==> config.mk <==
export PLATFORM = sky130hd
export DESIGN_NAME = urv_load_writeback_flat
export DESIGN_NICKNAME = d
export VERILOG_FILES = /design/src/rtl/urv_load_writeback_if.sv /design/src/rtl/urv_load_writeback.sv /design/src/flat_wrapper.sv
export SDC_FILE = /design/constraint.sdc
export NUM_CORES = 1
export LEC_CHECK = 0
export BUFFER_PORTS_ARGS = -buffer_cell sky130_fd_sc_hd__buf_4
export CELL_PAD_IN_SITES_DETAIL_PLACEMENT = 1
export CELL_PAD_IN_SITES_GLOBAL_PLACEMENT = 1
export CORE_ASPECT_RATIO = 0.8
export CORE_MARGIN = 5
export CORE_UTILIZATION = 30
export DETAILED_ROUTE_END_ITERATION = 8
export GPL_TIMING_DRIVEN = 1
export PLACE_DENSITY_LB_ADDON = 0.1
export SLEW_MARGIN = 20
export SYNTH_ARGS = -nofsm -noshare
export SYNTH_HDL_FRONTEND = slang
export SYNTH_SLANG_ARGS = --single-unit
export TNS_END_PERCENT = 20
==> constraint.sdc <==
create_clock -name clk_i -period 2 [get_ports clk_i]
set_clock_uncertainty 0.05 [all_clocks]
set_input_delay 0 -clock clk_i [delete_from_list [all_inputs] [get_ports clk_i]]
set_output_delay 0 -clock clk_i [all_outputs]
set_load 0.005 [all_outputs]
==> src/rtl/urv_load_writeback_if.sv <==
// X/W-stage bundle between execute, data memory and writeback, plus the register-file write port.
// The slave modport is the writeback stage; the master modport is the upstream pipeline and memory side.
interface urv_load_writeback_if;
  logic [2:0]  w_fun_i;
  logic        w_load_i;
  logic        w_store_i;
  logic        w_valid_i;
  logic [4:0]  w_rd_i;
  logic [31:0] w_rd_value_i;
  logic        w_rd_write_i;
  logic [31:0] w_dm_addr_i;
  logic [1:0]  w_rd_source_i;
  logic [31:0] w_rd_shifter_i;
  logic [31:0] w_rd_multiply_i;
  logic [31:0] dm_data_l_i;
  logic        dm_load_done_i;
  logic        dm_store_done_i;
  logic        w_stall_req_o;
  logic [4:0]  rf_rd_o;
  logic [31:0] rf_rd_value_o;
  logic        rf_rd_write_o;
  logic        w_bus_error_o;

  modport master (
    output w_fun_i, w_load_i, w_store_i, w_valid_i, w_rd_i, w_rd_value_i, w_rd_write_i,
           w_dm_addr_i, w_rd_source_i, w_rd_shifter_i, w_rd_multiply_i,
           dm_data_l_i, dm_load_done_i, dm_store_done_i,
    input  w_stall_req_o, rf_rd_o, rf_rd_value_o, rf_rd_write_o, w_bus_error_o
  );

  modport slave (
    input  w_fun_i, w_load_i, w_store_i, w_valid_i, w_rd_i, w_rd_value_i, w_rd_write_i,
           w_dm_addr_i, w_rd_source_i, w_rd_shifter_i, w_rd_multiply_i,
           dm_data_l_i, dm_load_done_i, dm_store_done_i,
    output w_stall_req_o, rf_rd_o, rf_rd_value_o, rf_rd_write_o, w_bus_error_o
  );
endinterface

==> src/rtl/urv_load_writeback.sv <==
// Writeback stage: waits for data-memory completion, aligns load data, drives the register-file write port.
// Latency: RF write one cycle after completion; backpressure: combinational stall until done or timeout abort.
module urv_load_writeback #(
  parameter int unsigned g_timeout = 255
) (
  input logic           clk_i,
  input logic           rst_i,
  urv_load_writeback_if.slave wb
);

  localparam logic [7:0] TIMEOUT = 8'(g_timeout);

  typedef enum logic {ST_IDLE, ST_WAIT} state_t;

  state_t      state;
  logic [7:0]  cnt;
  logic        mem_op;
  logic        done;
  logic        timeout;
  logic        complete;
  logic        commit;
  logic [7:0]  lane_b;
  logic [15:0] lane_h;
  logic [31:0] load_val;
  logic [31:0] wr_val;
  logic        unused_addr;

  assign unused_addr = ^wb.w_dm_addr_i[31:2];

  assign mem_op  = (wb.w_load_i | wb.w_store_i) & wb.w_valid_i;
  assign done    = wb.w_load_i ? wb.dm_load_done_i : wb.dm_store_done_i;
  // A completion strobe in the last allowed cycle still wins over the abort.
  assign timeout = (state == ST_WAIT) && !done && (cnt == TIMEOUT);

  always_comb begin
    complete = 1'b0;
    case (state)
      ST_IDLE: complete = !mem_op || done;
      ST_WAIT: complete = done;
      default: complete = 1'b0;
    endcase
  end

  assign commit = complete & wb.w_valid_i & (wb.w_load_i | (wb.w_rd_write_i & ~wb.w_store_i))
                & (wb.w_rd_i != 5'd0);

  // Gated by reset so an in-flight access releases the pipeline the moment reset hits.
  assign wb.w_stall_req_o = !rst_i &&
                            (((state == ST_IDLE) && mem_op && !done) ||
                             ((state == ST_WAIT) && !done && !timeout));

  always_comb begin
    lane_b = 8'h00;
    case (wb.w_dm_addr_i[1:0])
      2'd0: lane_b = wb.dm_data_l_i[7:0];
      2'd1: lane_b = wb.dm_data_l_i[15:8];
      2'd2: lane_b = wb.dm_data_l_i[23:16];
      2'd3: lane_b = wb.dm_data_l_i[31:24];
      default: lane_b = 8'h00;
    endcase
    lane_h = wb.w_dm_addr_i[1] ? wb.dm_data_l_i[31:16] : wb.dm_data_l_i[15:0];

    load_val = wb.dm_data_l_i;
    case (wb.w_fun_i)
      3'b000: load_val = {{24{lane_b[7]}}, lane_b};
      3'b100: load_val = {24'h000000, lane_b};
      3'b001: load_val = {{16{lane_h[15]}}, lane_h};
      3'b101: load_val = {16'h0000, lane_h};
      default: load_val = wb.dm_data_l_i;
    endcase

    wr_val = wb.w_rd_value_i;
    if (wb.w_load_i) begin
      wr_val = load_val;
    end else begin
      case (wb.w_rd_source_i)
        2'b01:   wr_val = wb.w_rd_shifter_i;
        2'b10:   wr_val = wb.w_rd_multiply_i;
        default: wr_val = wb.w_rd_value_i;
      endcase
    end
  end

  always_ff @(posedge clk_i or posedge rst_i) begin
    if (rst_i) begin
      state            <= ST_IDLE;
      cnt              <= 8'd0;
      wb.rf_rd_write_o <= 1'b0;
      wb.rf_rd_o       <= 5'd0;
      wb.rf_rd_value_o <= 32'd0;
      wb.w_bus_error_o <= 1'b0;
    end else begin
      wb.rf_rd_write_o <= commit;
      wb.w_bus_error_o <= timeout;
      if (commit) begin
        wb.rf_rd_o       <= wb.w_rd_i;
        wb.rf_rd_value_o <= wr_val;
      end
      case (state)
        ST_IDLE: begin
          if (mem_op && !done) begin
            state <= ST_WAIT;
            cnt   <= 8'd1;
          end
        end
        ST_WAIT: begin
          if (done || timeout) begin
            state <= ST_IDLE;
            cnt   <= 8'd0;
          end else begin
            cnt <= cnt + 8'd1;
          end
        end
        default: begin
          state <= ST_IDLE;
          cnt   <= 8'd0;
        end
      endcase
    end
  end

endmodule

==> src/flat_wrapper.sv <==
// flat-port wrapper written by rule: the top's interface ports become plain ports
module urv_load_writeback_flat 
#(
  parameter int unsigned g_timeout = 255
)
  (clk_i, rst_i, wb_w_fun_i, wb_w_load_i, wb_w_store_i, wb_w_valid_i, wb_w_rd_i, wb_w_rd_value_i, wb_w_rd_write_i, wb_w_dm_addr_i, wb_w_rd_source_i, wb_w_rd_shifter_i, wb_w_rd_multiply_i, wb_dm_data_l_i, wb_dm_load_done_i, wb_dm_store_done_i, wb_w_stall_req_o, wb_rf_rd_o, wb_rf_rd_value_o, wb_rf_rd_write_o, wb_w_bus_error_o);
  urv_load_writeback_if wb_i ();
  input logic clk_i;
  input logic rst_i;
  input wire logic [$bits(wb_i.w_fun_i)-1:0] wb_w_fun_i;
  input wire logic [$bits(wb_i.w_load_i)-1:0] wb_w_load_i;
  input wire logic [$bits(wb_i.w_store_i)-1:0] wb_w_store_i;
  input wire logic [$bits(wb_i.w_valid_i)-1:0] wb_w_valid_i;
  input wire logic [$bits(wb_i.w_rd_i)-1:0] wb_w_rd_i;
  input wire logic [$bits(wb_i.w_rd_value_i)-1:0] wb_w_rd_value_i;
  input wire logic [$bits(wb_i.w_rd_write_i)-1:0] wb_w_rd_write_i;
  input wire logic [$bits(wb_i.w_dm_addr_i)-1:0] wb_w_dm_addr_i;
  input wire logic [$bits(wb_i.w_rd_source_i)-1:0] wb_w_rd_source_i;
  input wire logic [$bits(wb_i.w_rd_shifter_i)-1:0] wb_w_rd_shifter_i;
  input wire logic [$bits(wb_i.w_rd_multiply_i)-1:0] wb_w_rd_multiply_i;
  input wire logic [$bits(wb_i.dm_data_l_i)-1:0] wb_dm_data_l_i;
  input wire logic [$bits(wb_i.dm_load_done_i)-1:0] wb_dm_load_done_i;
  input wire logic [$bits(wb_i.dm_store_done_i)-1:0] wb_dm_store_done_i;
  output wire logic [$bits(wb_i.w_stall_req_o)-1:0] wb_w_stall_req_o;
  output wire logic [$bits(wb_i.rf_rd_o)-1:0] wb_rf_rd_o;
  output wire logic [$bits(wb_i.rf_rd_value_o)-1:0] wb_rf_rd_value_o;
  output wire logic [$bits(wb_i.rf_rd_write_o)-1:0] wb_rf_rd_write_o;
  output wire logic [$bits(wb_i.w_bus_error_o)-1:0] wb_w_bus_error_o;
  assign wb_i.w_fun_i = wb_w_fun_i;
  assign wb_i.w_load_i = wb_w_load_i;
  assign wb_i.w_store_i = wb_w_store_i;
  assign wb_i.w_valid_i = wb_w_valid_i;
  assign wb_i.w_rd_i = wb_w_rd_i;
  assign wb_i.w_rd_value_i = wb_w_rd_value_i;
  assign wb_i.w_rd_write_i = wb_w_rd_write_i;
  assign wb_i.w_dm_addr_i = wb_w_dm_addr_i;
  assign wb_i.w_rd_source_i = wb_w_rd_source_i;
  assign wb_i.w_rd_shifter_i = wb_w_rd_shifter_i;
  assign wb_i.w_rd_multiply_i = wb_w_rd_multiply_i;
  assign wb_i.dm_data_l_i = wb_dm_data_l_i;
  assign wb_i.dm_load_done_i = wb_dm_load_done_i;
  assign wb_i.dm_store_done_i = wb_dm_store_done_i;
  assign wb_w_stall_req_o = wb_i.w_stall_req_o;
  assign wb_rf_rd_o = wb_i.rf_rd_o;
  assign wb_rf_rd_value_o = wb_i.rf_rd_value_o;
  assign wb_rf_rd_write_o = wb_i.rf_rd_write_o;
  assign wb_w_bus_error_o = wb_i.w_bus_error_o;
  urv_load_writeback #(.g_timeout(g_timeout)) u_core (.clk_i(clk_i), .rst_i(rst_i), .wb(wb_i));
endmodule
==> results.ini <==
[outcome]
status = finished, final reports clean

[drt]
drt-total-wl_um = 14470
drt_drc_violations_left = 0
final_antenna_net_count = 0
drt_pre_antenna_iters = 6
routedWlPerCell_um = 19.01
drtIter0Drc = 173
vias_per_inst = 5.192
vias = 3951

[synthesis]
postSynth.asyncResetShare = 1.000
mappedNetlistNets = 597
dominant_combinational_cell_family_by_area_after_synthesis = compound AO/OA/AOI/OAI gates
ys.warnings.count = 0
syn-mean-instance-area_sq_um = 8.358
synth-simple-area-share = 0.2533
post_synth_mux_area_share = 0.03706
synth-compound-area-share = 0.2897
synthFlopType = sky130_fd_sc_hd__dfrtp_1
area_share_of_fa_ha_maj_cells_after_synthesis = 0.01080
synth_xor_xnor_area_share = 0.007557
synth-edff-count = 0
post_synth_num_cell_types = 50
ys_seq_elements = 48
ys_seq_area_frac = 0.3454
syn_inst_count = 416
post_synthesis_instance_area_sq_um = 3477

[setup_path]
critical_path.top_delay_family = simple AND/OR/NAND/NOR gates
r2r_start = u_core.state$_DFF_PP0_
critical_path_peak_fanout = 3
path_class = flop to output pin
worst_path_largest_cell_delay_ns = 0.37
regToRegEndpoint = u_core.wb.rf_rd_value_o[20]$_DFFE_PP0P_
critical_path.n_buffers_inverters = 1
cp_data_arrival_time_ns = 1.85
r2r.worst_path.cells = 6
worstPathCellList = ha_2 -> nand2_2 -> nor2_4 -> a31oi_2 -> or2_2 -> and2_1 -> buf_4
critical_path_required_ns = 1.95
ff2ff_setup_slack_ns = 0.12
slowest_stage = sky130_fd_sc_hd__dfrtp_1
setup.worst_path.start_class = flop
cp-end-kind = output pin
setup.worst_path.start = u_core.cnt[0]$_DFFE_PP0P_

[pwr]
irDropWorstVdd_uv = 334.1
power.density_cell_area_nw_per_um2 = 673.2
total_leakage_power_uw = 0.002399

[layout]
regArea_sq_um = 1201
post_layout_nonfiller_instances = 761
layout-area-overhead-vs-synth_pct = 56.78
fillCellCount = 1371
antenna_cells = 0
layout.cell_area.non_filler_sq_um = 5451
final_net_count = 793
drive_gt1_frac = 0.3899
area_used_by_multi_input_combinational_logic_sq_um = 2107

[timing]
grt_setup_unrepaired = false
timing.final.crit_period_ns = 1.901
timing.final.ws_setup_ns = 0.09877
setup_viol = 0
final.setup.tns_ns = 0
relSlewSlack = 0.3131
final-hold-violation-count = 0
worst_pin_slew_ns = 1.030
max_freq_mhz = 526.0
timing.final.crit_share = 0.9506
final-max-slew-violation-count = 0

[hold_path]
min_delay_worst_endpoint = u_core.wb.rf_rd_value_o[0]$_DFFE_PP0P_
whs_path_depth = 3
worst_hold_startpoint = wb_w_rd_value_i[0]
hold_class = input pin to flop

[cts]
clk-insertion-delay-late_ns = 0.29
cts.sink_count = 48
cts-buffers-inserted = 5
cts-htree-levels = 2
tritoncts = built
clock_path_buffers = 2
cts_root_buffer = sky130_fd_sc_hd__clkbuf_16
clk_transition_reported_paths_ns = 0.07

[global_routing]
grt_pass1_wl_um = 22380
antenna_found_initial = 0
number_of_global_route_vias_before_repair = 4167
track_usage = 0.2038
global_route.overflow_total = 0
grt_max_degree = 35

[place]
pre_cts_ws_ns = 0.07950
portBuffers = 187
dp_hpwl_um = 11380
placedInstanceArea_sq_um = 5026
place_inst = 730
finalWeightedCongestion = 0.8118

[floorplanning]
rows = 35
io_pins = 218
floorplan.core_area_sq_um = 11430
die-width_um = 130.4
die_h_um = 106.3
initial_utilization = 0.3042
die-area_sq_um = 13860

[run]
cap_violations = 0

report_power, final:
group / leakage (uW) / internal [uW] / total [uW] / switching (uW)
logic: 0.00174 / 748 / 1380 / 633
clock network: 0.0000804 / 595 / 993 / 398
registers: 0.000574 / 1180 / 1300 / 120
layer usage:
metal  global-route usage  up-vias  wire length, um
li1                     -     1926                -
met1               0.2730     1887             6430
met2               0.3437      130             6891
met3              0.04721        8             1044
met4              0.02643        0              101
met5                    0        -                0
final cells by class:
type	instances	area share
clock buffers	5	0.02295
inverters	8	0.005967
flip-flops and latches	48	0.2203
clock inverters	3	0.008492
repair buffers	223	0.3218
multi-input cells	326	0.3865
well taps	148	0.03397
metrics by stage:
step | power [uW] | hold slack, ns | util
floorplan | 1898 | 0.05544 | -
global placement | 2615 | 0.01757 | 0.4397
detailed placement | 2666 | 0.02766 | 0.4397
CTS | 3719 | 0.04396 | 0.4744
global route | 3925 | 0.07664 | 0.4770
finish | 3670 | 0.04220 | 0.4770
kinds of logic after synthesis:
family                   count (synthesis)
AND/OR/NAND/NOR                        178
AO/OA/AOI/OAI                          132
flip-flops                              48
buffers and inverters                   42
multiplexers                            10
XOR/XNOR                                 3
adder cells (fa/ha/maj)                  3
tightest hold or removal path, cell delays in order:
cell	delay [ns]
sky130_fd_sc_hd__buf_4	0.08
sky130_fd_sc_hd__a211oi_1	0.06
sky130_fd_sc_hd__o31ai_1	0.21
sequential cells by signal, indices dropped and copies added, names as in the netlist:
signal                   cells
u_core.wb.w_bus_error_o      1
u_core.wb.rf_rd_value_o     32
u_core.state                 1
u_core.cnt                   8
u_core.wb.rf_rd_write_o      1
u_core.wb.rf_rd_o            5
synthesized netlist by cell type (2+ instances only):
cell type,instances,area (sq um)
sky130_fd_sc_hd__inv_2,2,7.510
sky130_fd_sc_hd__nand3_1,4,20.02
sky130_fd_sc_hd__nand3b_1,3,22.52
sky130_fd_sc_hd__o21ai_0,18,90.09
sky130_fd_sc_hd__xnor2_1,2,17.52
sky130_fd_sc_hd__dfrtp_1,48,1201
sky130_fd_sc_hd__ha_1,3,37.54
sky130_fd_sc_hd__nor2_1,60,225.2
sky130_fd_sc_hd__and3b_1,3,26.28
sky130_fd_sc_hd__nand2b_1,4,25.02
sky130_fd_sc_hd__nor3_1,25,125.1
sky130_fd_sc_hd__nor2b_1,33,206.5
sky130_fd_sc_hd__mux2i_1,8,80.08
sky130_fd_sc_hd__clkbuf_1,22,82.58
sky130_fd_sc_hd__o21a_1,6,45.04
sky130_fd_sc_hd__o221ai_1,4,35.03
sky130_fd_sc_hd__o22ai_1,7,43.79
sky130_fd_sc_hd__a221oi_1,23,201.4
sky130_fd_sc_hd__buf_6,2,22.52
sky130_fd_sc_hd__or2_2,2,12.51
sky130_fd_sc_hd__a21oi_1,32,160.2
sky130_fd_sc_hd__nand2_1,33,123.9
sky130_fd_sc_hd__inv_1,6,22.52
sky130_fd_sc_hd__and2_1,2,12.51
sky130_fd_sc_hd__a2111oi_2,16,240.2
sky130_fd_sc_hd__o21ai_1,3,15.01
sky130_fd_sc_hd__buf_4,5,37.54
sky130_fd_sc_hd__nor3b_1,2,15.01
sky130_fd_sc_hd__a31oi_1,4,25.02
sky130_fd_sc_hd__buf_2,3,15.01
sky130_fd_sc_hd__a22oi_1,9,67.56
sky130_fd_sc_hd__buf_1,2,7.510
sky130_fd_sc_hd__o2111ai_1,3,26.28
worst max path at each step:
stage | endpoint | cells past startpoint
2_1_floorplan | u_core.wb.rf_rd_value_o[16]$_DFFE_PP0P_ | 6
3_3_place_gp | u_core.wb.rf_rd_value_o[27]$_DFFE_PP0P_ | 7
3_5_place_dp | u_core.wb.rf_rd_value_o[20]$_DFFE_PP0P_ | 7
4_1_cts | wb_w_stall_req_o | 7
5_1_grt | wb_w_stall_req_o | 7
6_report | wb_w_stall_req_o | 7
cells in the final DEF (no fill, tap or decap), types with 6 or more instances in the layout:
master                          Yosys  routed
sky130_fd_sc_hd__buf_4              5     199
sky130_fd_sc_hd__nor2_1            60      59
sky130_fd_sc_hd__dfrtp_1           48      48
sky130_fd_sc_hd__nor2b_1           33      33
sky130_fd_sc_hd__nand2_1           33      32
sky130_fd_sc_hd__a21oi_1           32      32
sky130_fd_sc_hd__nor3_1            25      25
sky130_fd_sc_hd__a221oi_1          23      23
sky130_fd_sc_hd__dlygate4sd3_1      0      22
sky130_fd_sc_hd__o21ai_0           18      18
sky130_fd_sc_hd__a2111oi_2         16      16
sky130_fd_sc_hd__a22oi_1            9       9
sky130_fd_sc_hd__mux2i_1            8       8
sky130_fd_sc_hd__o22ai_1            7       7
sky130_fd_sc_hd__o21a_1             6       6
timing repair:
action,4_1_cts,5_1_grt
gates resized for setup,2,5
buffers inserted,0,1
setup endpoints to repair,1,7
hold buffers,22,0
endpoints found under the hold margin,42,0
(Power assumes the default switching activity.)
